--- config.mk ---
export PLATFORM = sky130hd
export DESIGN_NAME = mem_rd_streamer
export DESIGN_NICKNAME = d
export VERILOG_FILES = /design/src/rtl/mem_rd_streamer.sv
export SDC_FILE = /design/constraint.sdc
export NUM_CORES = 1
export LEC_CHECK = 0
export BUFFER_PORTS_ARGS = -buffer_cell sky130_fd_sc_hd__buf_2
export CORE_MARGIN = 5
export CORE_UTILIZATION = 51
export CTS_BUF_LIST = sky130_fd_sc_hd__clkbuf_8
export CTS_CLUSTER_DIAMETER = 60
export DETAILED_ROUTE_END_ITERATION = 12
export HOLD_SLACK_MARGIN = 0.12
export PLACE_DENSITY_LB_ADDON = 0.3
export SETUP_SLACK_MARGIN = 0.15
export SLEW_MARGIN = 20
export SYNTH_ARGS = -nofsm -noshare
export SYNTH_HDL_FRONTEND = slang
export SYNTH_SLANG_ARGS = --single-unit
export TNS_END_PERCENT = 5
--- constraint.sdc ---
create_clock -name clk -period 4.7 [get_ports clk]
set_input_delay 0.705 -clock clk [delete_from_list [all_inputs] [get_ports clk]]
set_output_delay 0.705 -clock clk [all_outputs]
set_load 0.01 [all_outputs]
--- src/rtl/mem_rd_streamer.sv ---
// Burst memory reader: issues sequential word addresses to a synchronous-read
// memory and streams the returned data through a small credit-managed FIFO.
module mem_rd_streamer #(
  parameter int WIDTH      = 64,
  parameter int FIFO_DEPTH = 4
) (
  input  logic             clk,
  input  logic             rst_n,
  input  logic             start,
  input  logic [31:0]      base_addr,
  input  logic [15:0]      len,
  output logic             busy,
  output logic             done,
  output logic             mem_write_en,
  output logic [31:0]      mem_addr,
  input  logic [WIDTH-1:0] mem_data_out,
  output logic             out_valid,
  input  logic             out_ready,
  output logic [WIDTH-1:0] out_data
);

  localparam int PW = $clog2(FIFO_DEPTH);
  localparam int CW = PW + 1;

  // Stream handshake: a word transfers on every rising edge where
  // out_valid && out_ready; out_valid never drops and out_data never changes
  // until that transfer happens.

  typedef enum logic {IDLE, RUN} state_t;

  state_t state, state_next;

  logic [31:0]      base_q;
  logic [15:0]      len_q;
  logic [15:0]      issued;
  logic [15:0]      popped;
  logic             rd_v1;
  logic             rd_v2;
  logic [CW-1:0]    fifo_count;
  logic [PW-1:0]    wr_ptr;
  logic [PW-1:0]    rd_ptr;
  logic [WIDTH-1:0] fifo_mem [FIFO_DEPTH];

  logic             start_run;
  logic             start_zero;
  logic             issue_run;
  logic             pop;
  logic             last_pop;
  logic             wr_en;
  logic             done_next;
  logic [1:0]       outstanding;
  logic [CW-1:0]    credit_used;

  // rd_v1/rd_v2 track an issued address through the memory's one-cycle read:
  // the word lands in the FIFO two edges after its issue edge.
  always_comb begin
    outstanding = {1'b0, rd_v1} + {1'b0, rd_v2};
    credit_used = fifo_count + CW'(outstanding);
    start_run   = (state == IDLE) && start && (len != 16'd0);
    start_zero  = (state == IDLE) && start && (len == 16'd0);
    issue_run   = (state == RUN) && (issued < len_q) &&
                  (credit_used < CW'(FIFO_DEPTH));
    pop         = out_valid && out_ready;
    last_pop    = (state == RUN) && pop && (popped == len_q - 16'd1);
    wr_en       = rd_v2;
    done_next   = start_zero || last_pop;
  end

  always_ff @(posedge clk or negedge rst_n) begin
    if (!rst_n) state <= IDLE;
    else        state <= state_next;
  end

  always_comb begin
    state_next = state;
    case (state)
      IDLE:    if (start_run) state_next = RUN;
      RUN:     if (last_pop)  state_next = IDLE;
      default: state_next = IDLE;
    endcase
  end

  // Transfer bookkeeping and address generation.
  always_ff @(posedge clk or negedge rst_n) begin
    if (!rst_n) begin
      base_q   <= '0;
      len_q    <= '0;
      issued   <= '0;
      popped   <= '0;
      mem_addr <= '0;
      rd_v1    <= 1'b0;
      rd_v2    <= 1'b0;
      done     <= 1'b0;
    end else begin
      done  <= done_next;
      rd_v1 <= start_run || issue_run;
      rd_v2 <= rd_v1;
      if (start_run) begin
        base_q   <= base_addr;
        len_q    <= len;
        issued   <= 16'd1;
        popped   <= '0;
        mem_addr <= base_addr;
      end else begin
        if (issue_run) begin
          mem_addr <= base_q + {16'd0, issued};
          issued   <= issued + 16'd1;
        end
        if ((state == RUN) && pop) popped <= popped + 16'd1;
      end
    end
  end

  // Output FIFO; the credit check on issue keeps it from ever overflowing.
  always_ff @(posedge clk or negedge rst_n) begin
    if (!rst_n) begin
      wr_ptr     <= '0;
      rd_ptr     <= '0;
      fifo_count <= '0;
      for (int i = 0; i < FIFO_DEPTH; i++) fifo_mem[i] <= '0;
    end else begin
      if (wr_en) begin
        fifo_mem[wr_ptr] <= mem_data_out;
        wr_ptr           <= wr_ptr + PW'(1);
      end
      if (pop) rd_ptr <= rd_ptr + PW'(1);
      case ({wr_en, pop})
        2'b10:   fifo_count <= fifo_count + CW'(1);
        2'b01:   fifo_count <= fifo_count - CW'(1);
        default: fifo_count <= fifo_count;
      endcase
    end
  end

  assign busy         = (state == RUN);
  assign mem_write_en = 1'b0;
  assign out_valid    = (fifo_count != '0);
  assign out_data     = fifo_mem[rd_ptr];

endmodule
==> metrics.log, run 1 <==
[metrics] Worst Min Path Start: base_addr[4]
[metrics] clock tree skew after final layout: 25.6 ps
[metrics] Die Outline Area: 39,500 um2
[metrics] portion of the clock cycle consumed by the worst path in the final layout: 70.8%
[metrics] max capacitance violation total: 0
[metrics] drt first-iter violations: 657
[metrics] floorplan core area: 35,400 um2
[metrics] final worst slack: 1370 ps
[metrics] Setup Viol. Count Final: 0
[metrics] initial core utilization: between 50% and 60%
[metrics] critical path fanouts, max: 36
[metrics] Synth Cell Area: 18,200 um2
[metrics] routed via count divided by cell count: 5.62
[metrics] Layout Nets: 1,834
[metrics] count of buffers inserted at the top-level ports: ~210
[metrics] number of antenna repair diodes: 0
[metrics] number of detailed-routing iterations run before antenna repair: 5
[metrics] Cells after Synth: 1,448
[metrics] relative area change from synthesis to final layout: 16.2%
[metrics] final number of max-transition violations: 0
[metrics] non-filler cells in the finished layout: 2,191
[metrics] start of the worst register-to-register path: len_q[9]
[metrics] I/O pin cnt: 216
[metrics] Filler Cell Count: 2,858
[metrics] leak pwr: 9.59 nW
[metrics] VDD IR max: 0.294 mV
[metrics] Horiz. Die Dim: between 150 and 200 um
[metrics] final core area utilization: 59.6%
[metrics] count of flip-flops with a built-in enable after synthesis: 0
[metrics] CP Launch Point: rd_ptr[0]
[metrics] Post-Place Worst Slack: 1850 ps
[metrics] worst hold path type: input port to flop
[metrics] H-tree levels: 3
[metrics] maximum operating frequency: 301 MHz
[metrics] number of hold-slack violations in the final timing report: 0
[metrics] cell area power density: between 400 and 500 nW/um2
[metrics] row count: 69
[metrics] antenna violations before repair: 2
[metrics] leading post-synthesis cells by cell area: sky130_fd_sc_hd__dfrtp_1 (52%), sky130_fd_sc_hd__mux2_2 (16%), sky130_fd_sc_hd__mux4_2 (7.9%)
[metrics] worst path required time: 3990 ps
[metrics] Primary FF master, synth: sky130_fd_sc_hd__dfrtp_1
[metrics] number of buffers inserted to repair setup after CTS: 0
[metrics] first-pass GRT wire length: around 68,000 um
[metrics] Worst-Margin Slew: 900 ps
[metrics] setup repair after global routing missed its margin: no
[metrics] number of vias in the routed layout: 12,300
[metrics] DRC violations left: 0
[metrics] minimum period implied by the final worst setup slack: about 3300 ps
[metrics] latest clock arrival within the worst-skew pair: 610 ps
[metrics] average routed wire per standard cell: 19.2 um
[metrics] startpoint type of the worst setup path: flop
[metrics] share of the synthesized area in the top cell type: 52.2%
[metrics] share of final-layout standard cells stronger than drive strength 1: 38.8%
[metrics] global routing usage summed across all routing layers: 21.6%
[metrics] number of antenna-violating nets in the routed design: 0
[metrics] DIE HEIGHT: 199 um
[metrics] class of the most critical setup path: flop to primary output
[metrics] placed cell areas: a little under 20,000 um2
[metrics] share of async-settable or async-resettable flops after synthesis: between 90% and 100%
[metrics] worst slew slack as a fraction of its limit: 40.0%
[metrics] average cell area after synthesis: 12.5 um2
[metrics] vias in the first global route: 12,900
[metrics] number of nets in the synthesized netlist: 1,606
[metrics] data arrival time of the critical path: 2620 ps
[metrics] final instance area: 21,100 um2
[metrics] maximum number of pins on one net before global-route repair: 135
[metrics] outcome: complete, no violations
[metrics] clock edge transition at the registers on the reported setup and hold paths: 60 ps
[metrics] post-route total power: 8.45 mW
[metrics] CTS tree: done
[metrics] setup tns final: 0 ps
[metrics] library cell used as clock root buffer: sky130_fd_sc_hd__clkbuf_8
[metrics] number of synthesis warnings: 0
[metrics] total wire length: roughly 42,000 um
[metrics] HPWL after detailed placement: about 28,000 um
[metrics] clock sink count: 379
[metrics] number of different library cells in the post-synthesis netlist: 60
[metrics] cell count after placement: 2,066
[metrics] sequential element share of the synthesized area: 52.2%
[metrics] TritonCTS buffer count: 67
[metrics] total of flip-flops plus latches after synthesis: about 380
[metrics] global placement routability congestion: 0.865
[metrics] Crit. End Element: primary output
[metrics] most area-hungry cell type in the Yosys netlist: sky130_fd_sc_hd__dfrtp_1
[metrics] Fin Hold WS: 302 ps
[metrics] number of buffers on the longest clock path: 3
[metrics] total congestion overflow after global routing: 0
[critical path: stages (launching register included)]
cell and delay, ps:
sky130_fd_sc_hd__dfrtp_4 890, sky130_fd_sc_hd__buf_4 380, sky130_fd_sc_hd__mux4_2 560, sky130_fd_sc_hd__buf_2 160
[sequential cells by signal, summed over array words and instances (netlist names)]
| register | cells |
|---|---|
| fifo_mem | 256 |
| base_q | 32 |
| len_q | 16 |
| mem_addr | 32 |
| fifo_count | 3 |
| busy | 1 |
| issued | 16 |
| rd_ptr | 2 |
| popped | 16 |
| wr_ptr | 2 |
| done | 1 |
| rd_v2 | 1 |
| rd_v1 | 1 |
[synthesized netlist by cell type, types with 4 or more instances]
master,n
sky130_fd_sc_hd__dfrtp_1,379
sky130_fd_sc_hd__mux2_2,256
sky130_fd_sc_hd__nand2_1,165
sky130_fd_sc_hd__mux4_2,64
sky130_fd_sc_hd__nor2_1,62
sky130_fd_sc_hd__clkbuf_1,53
sky130_fd_sc_hd__o21ai_0,50
sky130_fd_sc_hd__xnor2_1,41
sky130_fd_sc_hd__ha_1,40
sky130_fd_sc_hd__a21oi_1,37
sky130_fd_sc_hd__nand3_1,34
sky130_fd_sc_hd__nor3_1,32
sky130_fd_sc_hd__inv_1,31
sky130_fd_sc_hd__xor2_1,29
sky130_fd_sc_hd__and3_1,15
sky130_fd_sc_hd__mux2i_1,14
sky130_fd_sc_hd__nand4_1,12
sky130_fd_sc_hd__buf_1,10
sky130_fd_sc_hd__buf_2,9
sky130_fd_sc_hd__nor4_1,9
sky130_fd_sc_hd__o211ai_1,9
sky130_fd_sc_hd__o21a_1,8
sky130_fd_sc_hd__a211oi_1,7
sky130_fd_sc_hd__nor2b_1,7
sky130_fd_sc_hd__nor3b_1,7
sky130_fd_sc_hd__a21boi_0,5
sky130_fd_sc_hd__and2_1,5
sky130_fd_sc_hd__and4_1,5
sky130_fd_sc_hd__o31a_1,5
sky130_fd_sc_hd__a31oi_1,4
[where the power goes]
group	leakage (nW)	switching, mW	internal [mW]	total [mW]
combinational	4.44	0.804	0.943	1.75
sequential	4.35	0.267	3.43	3.70
clock	0.797	1.39	1.62	3.00
total	9.59	2.46	5.99	8.45
[metal layers]
layer	vias to the layer above	track usage (%)	wire length, um
li1	5690	-	-
met1	6241	29.3	18000
met2	313	35.3	20600
met3	64	5.10	2570
met4	4	5.65	745
met5	-	0	26
[logic make-up after synthesis]
logic type	count (synthesis)	synth area share, %
XOR/XNOR	70	3.38
multiplexers	334	24.6
buffers and inverters	105	2.31
AO/OA/AOI/OAI	150	5.16
AND/OR/NAND/NOR	367	9.35
flip-flops	379	52.2
adder cells (fa/ha/maj)	42	2.98
other	1	0.0206
[final timing paths]
path / slack (ps) / cells after the start / endpoint
setup / recovery: 1370 / 3 / out_data[49]
hold / removal: 300 / 3 / base_q[4]
setup reg to reg: 1770 / 9 / mem_addr[21]
hold reg to reg: 380 / 0 / rd_v2
max in group asynchronous: 2690 / 4 / mem_addr[8]
min in group asynchronous: 640 / 2 / fifo_mem[195]
[final cells by class]
type | count | area (um2) | area share [%]
multi-input combinational | 964 | 8290 | 39.3
clock buffer | 83 | 1140 | 5.41
inverter | 31 | 116 | 0.551
tap | 461 | 577 | 2.73
clock inverter | 40 | 203 | 0.960
timing repair buffer | 233 | 1280 | 6.08
sequential | 379 | 9490 | 45.0
[cell usage in the layout, fill, tap and decap left out, types with 29 or more instances in the layout]
cell	synthesis	routed
sky130_fd_sc_hd__nand3_1	34	33
sky130_fd_sc_hd__a21oi_1	37	37
sky130_fd_sc_hd__nand2_1	165	161
sky130_fd_sc_hd__xnor2_1	41	41
sky130_fd_sc_hd__mux4_2	64	64
sky130_fd_sc_hd__xor2_1	29	29
sky130_fd_sc_hd__clkbuf_8	1	83
sky130_fd_sc_hd__dfrtp_1	379	377
sky130_fd_sc_hd__nor3_1	32	32
sky130_fd_sc_hd__buf_2	9	213
sky130_fd_sc_hd__o21ai_0	50	50
sky130_fd_sc_hd__ha_1	40	40
sky130_fd_sc_hd__inv_1	31	56
sky130_fd_sc_hd__nor2_1	62	62
sky130_fd_sc_hd__mux2_2	256	256
[what timing repair did]
action	CTS	global route
endpoints found under the hold margin	0	68
gates resized for setup	0	0
hold buffers	0	1
Note: power is estimated with default switching activity, not from simulation.
==> run 2: changes to the inputs <==
Clock period 4.7 ns to 3.03 ns, I/O delays scaled along.
==> metrics.log, run 2 (same netlist as run 1, synthesis figures left out) <==
[metrics] count of buffers inserted at the top-level ports: 214
[metrics] leak pwr: 10.1 nW
[metrics] clock edge transition at the registers on the reported setup and hold paths: 50 ps
[metrics] number of hold-slack violations in the final timing report: 0
[metrics] outcome: complete, no violations
[metrics] average routed wire per standard cell: 19.1 um
[metrics] total wire length: approximately 44,000 um
[metrics] first-pass GRT wire length: 72,100 um
[metrics] clock tree skew after final layout: 34.5 ps
[metrics] register with the most flip-flops: fifo_mem
[metrics] number of antenna-violating nets in the routed design: 0
[metrics] startpoint type of the worst setup path: flop
[metrics] setup tns final: 0 ps
[metrics] Setup Viol. Count Final: 0
[metrics] VDD IR max: 0.511 mV
[metrics] library cell used as clock root buffer: sky130_fd_sc_hd__clkbuf_8
[metrics] number of vias in the routed layout: 12,700
[metrics] max capacitance violation total: 0
[metrics] crit path capture: out_data[30]
[metrics] minimum period implied by the final worst setup slack: 2750 ps
[metrics] terminus of the critical flop-to-flop path: mem_addr[23]
[metrics] start of the worst register-to-register path: len_q[7]
[metrics] TritonCTS buffer count: 67
[metrics] HPWL after detailed placement: 29,400 um
[metrics] CP Launch Point: rd_ptr[0]
[metrics] Worst Min Path Start: base_addr[31]
[metrics] Filler Cell Count: 2,690
[metrics] Worst-Margin Slew: ~670 ps
[metrics] clock sink count: 379
[metrics] global placement routability congestion: 0.854
[metrics] worst path required time: 2580 ps
[metrics] maximum operating frequency: 363 MHz
[metrics] row count: a little under 70
[metrics] DIE HEIGHT: 199 um
[metrics] H-tree levels: 3
[metrics] final core area utilization: between 60% and 70%
[metrics] setup repair after global routing missed its margin: yes
[metrics] Crit. End Element: primary output
[metrics] worst-case register-to-register setup slack: ~320 ps
[metrics] number of detailed-routing iterations run before antenna repair: 6
[metrics] worst hold path type: input port to flop
[metrics] Largest regs: fifo_mem: 256 flops, base_q: 32 flops, mem_addr: 32 flops
[metrics] latest clock arrival within the worst-skew pair: 610 ps
[metrics] CTS tree: done
[metrics] I/O pin cnt: 216
[metrics] class of the most critical setup path: flop to primary output
[metrics] cell count of the worst reg-to-reg path: 10
[metrics] initial core utilization: 51.3%
[metrics] worst slew slack as a fraction of its limit: 55.6%
[metrics] share of final-layout standard cells stronger than drive strength 1: 37.0%
[metrics] Die Outline Area: about 40,000 um2
[metrics] maximum number of pins on one net before global-route repair: 81
[metrics] commonest cells after routing, fill and taps aside: sky130_fd_sc_hd__dfrtp_1 (377), sky130_fd_sc_hd__mux2_2 (256), sky130_fd_sc_hd__buf_2 (213)
[metrics] critical path fanouts, max: 21
[metrics] cell area power density: 598 nW/um2
[metrics] max FFs per register: 256
[metrics] final number of max-transition violations: 0
[metrics] Layout Nets: around 1,900
[metrics] vias in the first global route: 13,600
[metrics] DRC violations left: 0
[metrics] data arrival time of the critical path: between 2000 and 2500 ps
[metrics] antenna violations before repair: 0
[metrics] most frequent standard cell in the layout excluding fill and tap cells: sky130_fd_sc_hd__dfrtp_1
[metrics] Horiz. Die Dim: 199 um
[metrics] floorplan core area: 35,400 um2
[metrics] relative area change from synthesis to final layout: 23.2%
[metrics] routed via count divided by cell count: 5.55
[metrics] global routing usage summed across all routing layers: 22.7%
[metrics] post-route total power: 13.4 mW
[metrics] portion of the clock cycle consumed by the worst path in the final layout: 90.9%
[metrics] number of antenna repair diodes: 0
[metrics] total congestion overflow after global routing: 0
[metrics] number of buffers on the longest clock path: 3
[metrics] drt first-iter violations: 467
[run 2: how the worst min path moves through the flow]
| stage | to | slack, ps | cells after the start |
|---|---|---|---|
| after floorplan | base_q[0] | 160 | 0 |
| after global placement | rd_v2 | 380 | 0 |
| after detailed placement | rd_v2 | 390 | 0 |
| after CTS | fifo_mem[100] | 120 | 2 |
| after global routing | fifo_mem[142] | 140 | 2 |
| final | base_q[31] | 150 | 3 |
[run 2: area by class of cell]
cell class	instances	area, um2	area share [%]
clock buffers	82	1130	5.04
well taps	461	577	2.58
flip-flops and latches	379	9490	42.4
clock inverters	31	221	0.990
inverters	31	116	0.520
multi-input cells	964	8300	37.1
repair buffers	347	2550	11.4
[run 2: metrics by stage]
| step | instances | hold WS [ps] | worst slack (ps) | instance area, um2 |
|---|---|---|---|---|
| floorplan | 1448 | 159 | 600 | 18200 |
| global placement | 2077 | 381 | 332 | 20000 |
| detailed placement | 2077 | 391 | 258 | 20000 |
| CTS | 2295 | 121 | 193 | 22400 |
| global route | 2295 | 136 | 112 | 22400 |
| finish | 2295 | 155 | 275 | 22400 |
[run 2: what timing repair did]
item                                    4_1_cts  5_1_grt
gates resized for setup                       0        2
hold buffers                                105        0
endpoints found under the setup margin        0       10
hold endpoints to repair                    383        0
setup buffers                                 0        0
[run 2: layer usage]
metal	GRT usage [%]	part of all wire, %
met2	38.9	50
met3	4.51	5.5
met4	6.26	1.9
met1	29.8	42
met5	0	0
[run 2: where the power goes]
group,internal [mW],switching [mW]
registers,5.32,0.311
clock network,2.70,2.06
logic,1.62,1.39
total,9.64,3.75
[run 2: critical path, cell delays in order, from the launching register on]
cell                      delay, ps
sky130_fd_sc_hd__dfrtp_4        730
sky130_fd_sc_hd__buf_12         260
sky130_fd_sc_hd__mux4_2         550
sky130_fd_sc_hd__buf_2          160
==> run 3: changes to the inputs <==
Clock period 3.03 ns to 3.2 ns, I/O delays scaled along.
==> metrics.log, run 3 (same netlist as run 1, synthesis figures left out) <==
[metrics] number of antenna-violating nets in the routed design: 0
[metrics] setup tns final: 0 ps
[metrics] cell area power density: 561 nW/um2
[metrics] minimum period implied by the final worst setup slack: 2850 ps
[metrics] number of antenna repair diodes: 0
[metrics] startpoint type of the worst setup path: flop
[metrics] non-filler cells in the finished layout: 2,277
[metrics] commonest cells after routing, fill and taps aside: sky130_fd_sc_hd__dfrtp_1 (377), sky130_fd_sc_hd__mux2_2 (256), sky130_fd_sc_hd__buf_2 (213)
[metrics] relative area change from synthesis to final layout: 21.5%
[metrics] critical path fanouts, max: 34
[metrics] outcome: complete, no violations
[metrics] count of buffers inserted at the top-level ports: 214
[metrics] drt first-iter violations: 494
[metrics] CP Buf/Inv Count: 2
[metrics] vias in the first global route: 13,500
[metrics] max FFs per register: 256
[metrics] portion of the clock cycle consumed by the worst path in the final layout: 89.0%
[metrics] final worst slack: 352 ps
[metrics] I/O pin cnt: 216
[metrics] most frequent standard cell in the layout excluding fill and tap cells: sky130_fd_sc_hd__dfrtp_1
[metrics] final number of max-transition violations: 0
[metrics] number of vias in the routed layout: approximately 13,000
[metrics] clock sink count: 379
[metrics] CP peak stage delay: 440 ps
[metrics] clock edge transition at the registers on the reported setup and hold paths: about 60 ps
[metrics] total congestion overflow after global routing: 0
[metrics] register area: 9490 um2
[metrics] maximum number of pins on one net before global-route repair: 81
[metrics] Crit. End Element: flop
[metrics] HPWL after detailed placement: 28,900 um
[metrics] Comb pwr share: a little under a quarter
[metrics] floorplan core area: 35,400 um2
[metrics] global placement routability congestion: approximately 0.88
[metrics] worst-path cell chain: inv_1 > ha_1 > a21oi_1 > o21ai_0 > a211oi_2 > o2111ai_4 > buf_12 > nor3b_1 > xnor2_1 > nor2_1
[metrics] worst hold path type: input port to flop
[metrics] worst-path cell with the longest stage delay: sky130_fd_sc_hd__dfrtp_1
[metrics] number of detailed-routing iterations run before antenna repair: 5
[metrics] VDD IR max: between 0.4 and 0.5 mV
[metrics] maximum operating frequency: 351 MHz
[metrics] library cell used as clock root buffer: sky130_fd_sc_hd__clkbuf_8
[metrics] antenna violations before repair: 0
[metrics] Psw: 3.55 mW
[metrics] H-tree levels: 3
[metrics] Pint: 8.84 mW
[metrics] Filler Cell Count: around 2,800
[metrics] max capacitance violation total: 0
[metrics] Die Outline Area: 39,500 um2
[metrics] data arrival time of the critical path: 3330 ps
[metrics] portion of total power attributed to sequential cells: 42.9%
[metrics] total wire length: 43,600 um
[metrics] Worst-Margin Slew: between 800 and 900 ps
[metrics] area used by multi-input combinational logic: between 8000 and 9000 um2
[metrics] leak pwr: 9.96 nW
[metrics] Layout Nets: 1,931
[metrics] DRC violations left: 0
[metrics] CTS tree: done
[metrics] final core area utilization: 62.3%
[metrics] number of buffers on the longest clock path: 3
[metrics] setup repair after global routing missed its margin: no
[metrics] latest clock arrival within the worst-skew pair: 600 ps
[metrics] clock tree skew after final layout: 9.95 ps
[metrics] worst slew slack as a fraction of its limit: 44.1%
[metrics] global routing usage summed across all routing layers: between 20% and 30%
[metrics] routed via count divided by cell count: around 5.6
[metrics] average routed wire per standard cell: ~19 um
[metrics] Largest regs: fifo_mem: 256 flops, base_q: 32 flops, mem_addr: 32 flops
[metrics] class of the most critical setup path: flop to flop
[metrics] share of final-layout standard cells stronger than drive strength 1: 37.2%
[metrics] initial core utilization: around half
[metrics] register with the most flip-flops: fifo_mem
[metrics] Post-Place Worst Slack: ~380 ps
[metrics] TritonCTS buffer count: 67
[metrics] Crit path max-delay family: compound AO/OA/AOI/OAI gates
[metrics] cell count after placement: 2,076
[metrics] clock group share of total power: 34.3%
[metrics] row count: 69
[metrics] number of hold-slack violations in the final timing report: 0
[metrics] number of buffers inserted to repair setup after CTS: 0
[metrics] Horiz. Die Dim: 199 um
[metrics] DIE HEIGHT: 199 um
[metrics] first-pass GRT wire length: slightly above 70,000 um
[metrics] worst path required time: 3680 ps
[metrics] switching part of the total power: 28.6%
[metrics] Setup Viol. Count Final: 0
[run 3: cell count changes in the layout (fill, tap and decap cells not counted), moves of 3 or more]
cell / change
sky130_fd_sc_hd__dlygate4sd3_1: -16
sky130_fd_sc_hd__buf_12: -5
sky130_fd_sc_hd__buf_4: +5
sky130_fd_sc_hd__clkinvlp_4: +4
sky130_fd_sc_hd__bufinv_16: -3
[run 3: what timing repair did]
action / CTS / global route
hold buffers: 89 / 0
resized for setup: 0 / 1
setup endpoints to repair: 0 / 6
hold endpoints to repair: 271 / 0
[run 3: power by group through the flow]
stage	clock, mW	combinational (mW)	sequential [mW]
2_1_floorplan	0	1.82	5.23
3_3_place_gp	0	2.74	5.39
3_5_place_dp	0	2.78	5.41
4_1_cts	4.41	2.88	5.32
5_1_grt	4.61	3.06	5.36
6_report	4.25	2.81	5.32
[run 3: layout make-up]
type	instances	share of cell area [%]
well taps	461	2.61
multi-input cells	964	37.6
clock buffers	82	5.12
flip-flops and latches	379	43.0
repair buffers	330	10.5
inverters	31	0.527
clock inverters	30	0.635
[run 3: path summary, 6_finish.rpt]
check                                 to             start  cells past startpoint  slack [ps]
min                         fifo_mem[60]  mem_data_out[60]                      2         170
max                            issued[6]          len_q[9]                     10         350
max in group asynchronous   mem_addr[10]             rst_n                      3        1770
min in group asynchronous  fifo_mem[196]             rst_n                      2         440
max reg2reg                    issued[6]          len_q[9]                     10         350
min reg2reg                        rd_v2             rd_v1                      0         410
[run 3: per-stage QoR]
step	hold WS (ps)	instance area [um2]	power, mW
6_report	169	22100	12.4
5_1_grt	146	22100	13.0
4_1_cts	121	22100	12.6
3_5_place_dp	404	19900	8.19
3_3_place_gp	402	19900	8.13
2_1_floorplan	184	18200	7.06
[run 3: layer usage]
metal / GRT usage [%] / part of all wire (%)
met1: 29.4 / 42
met2: 37.6 / 49
met3: 4.18 / 5.4
met4: 7.55 / 2.7
met5: 0 / 0
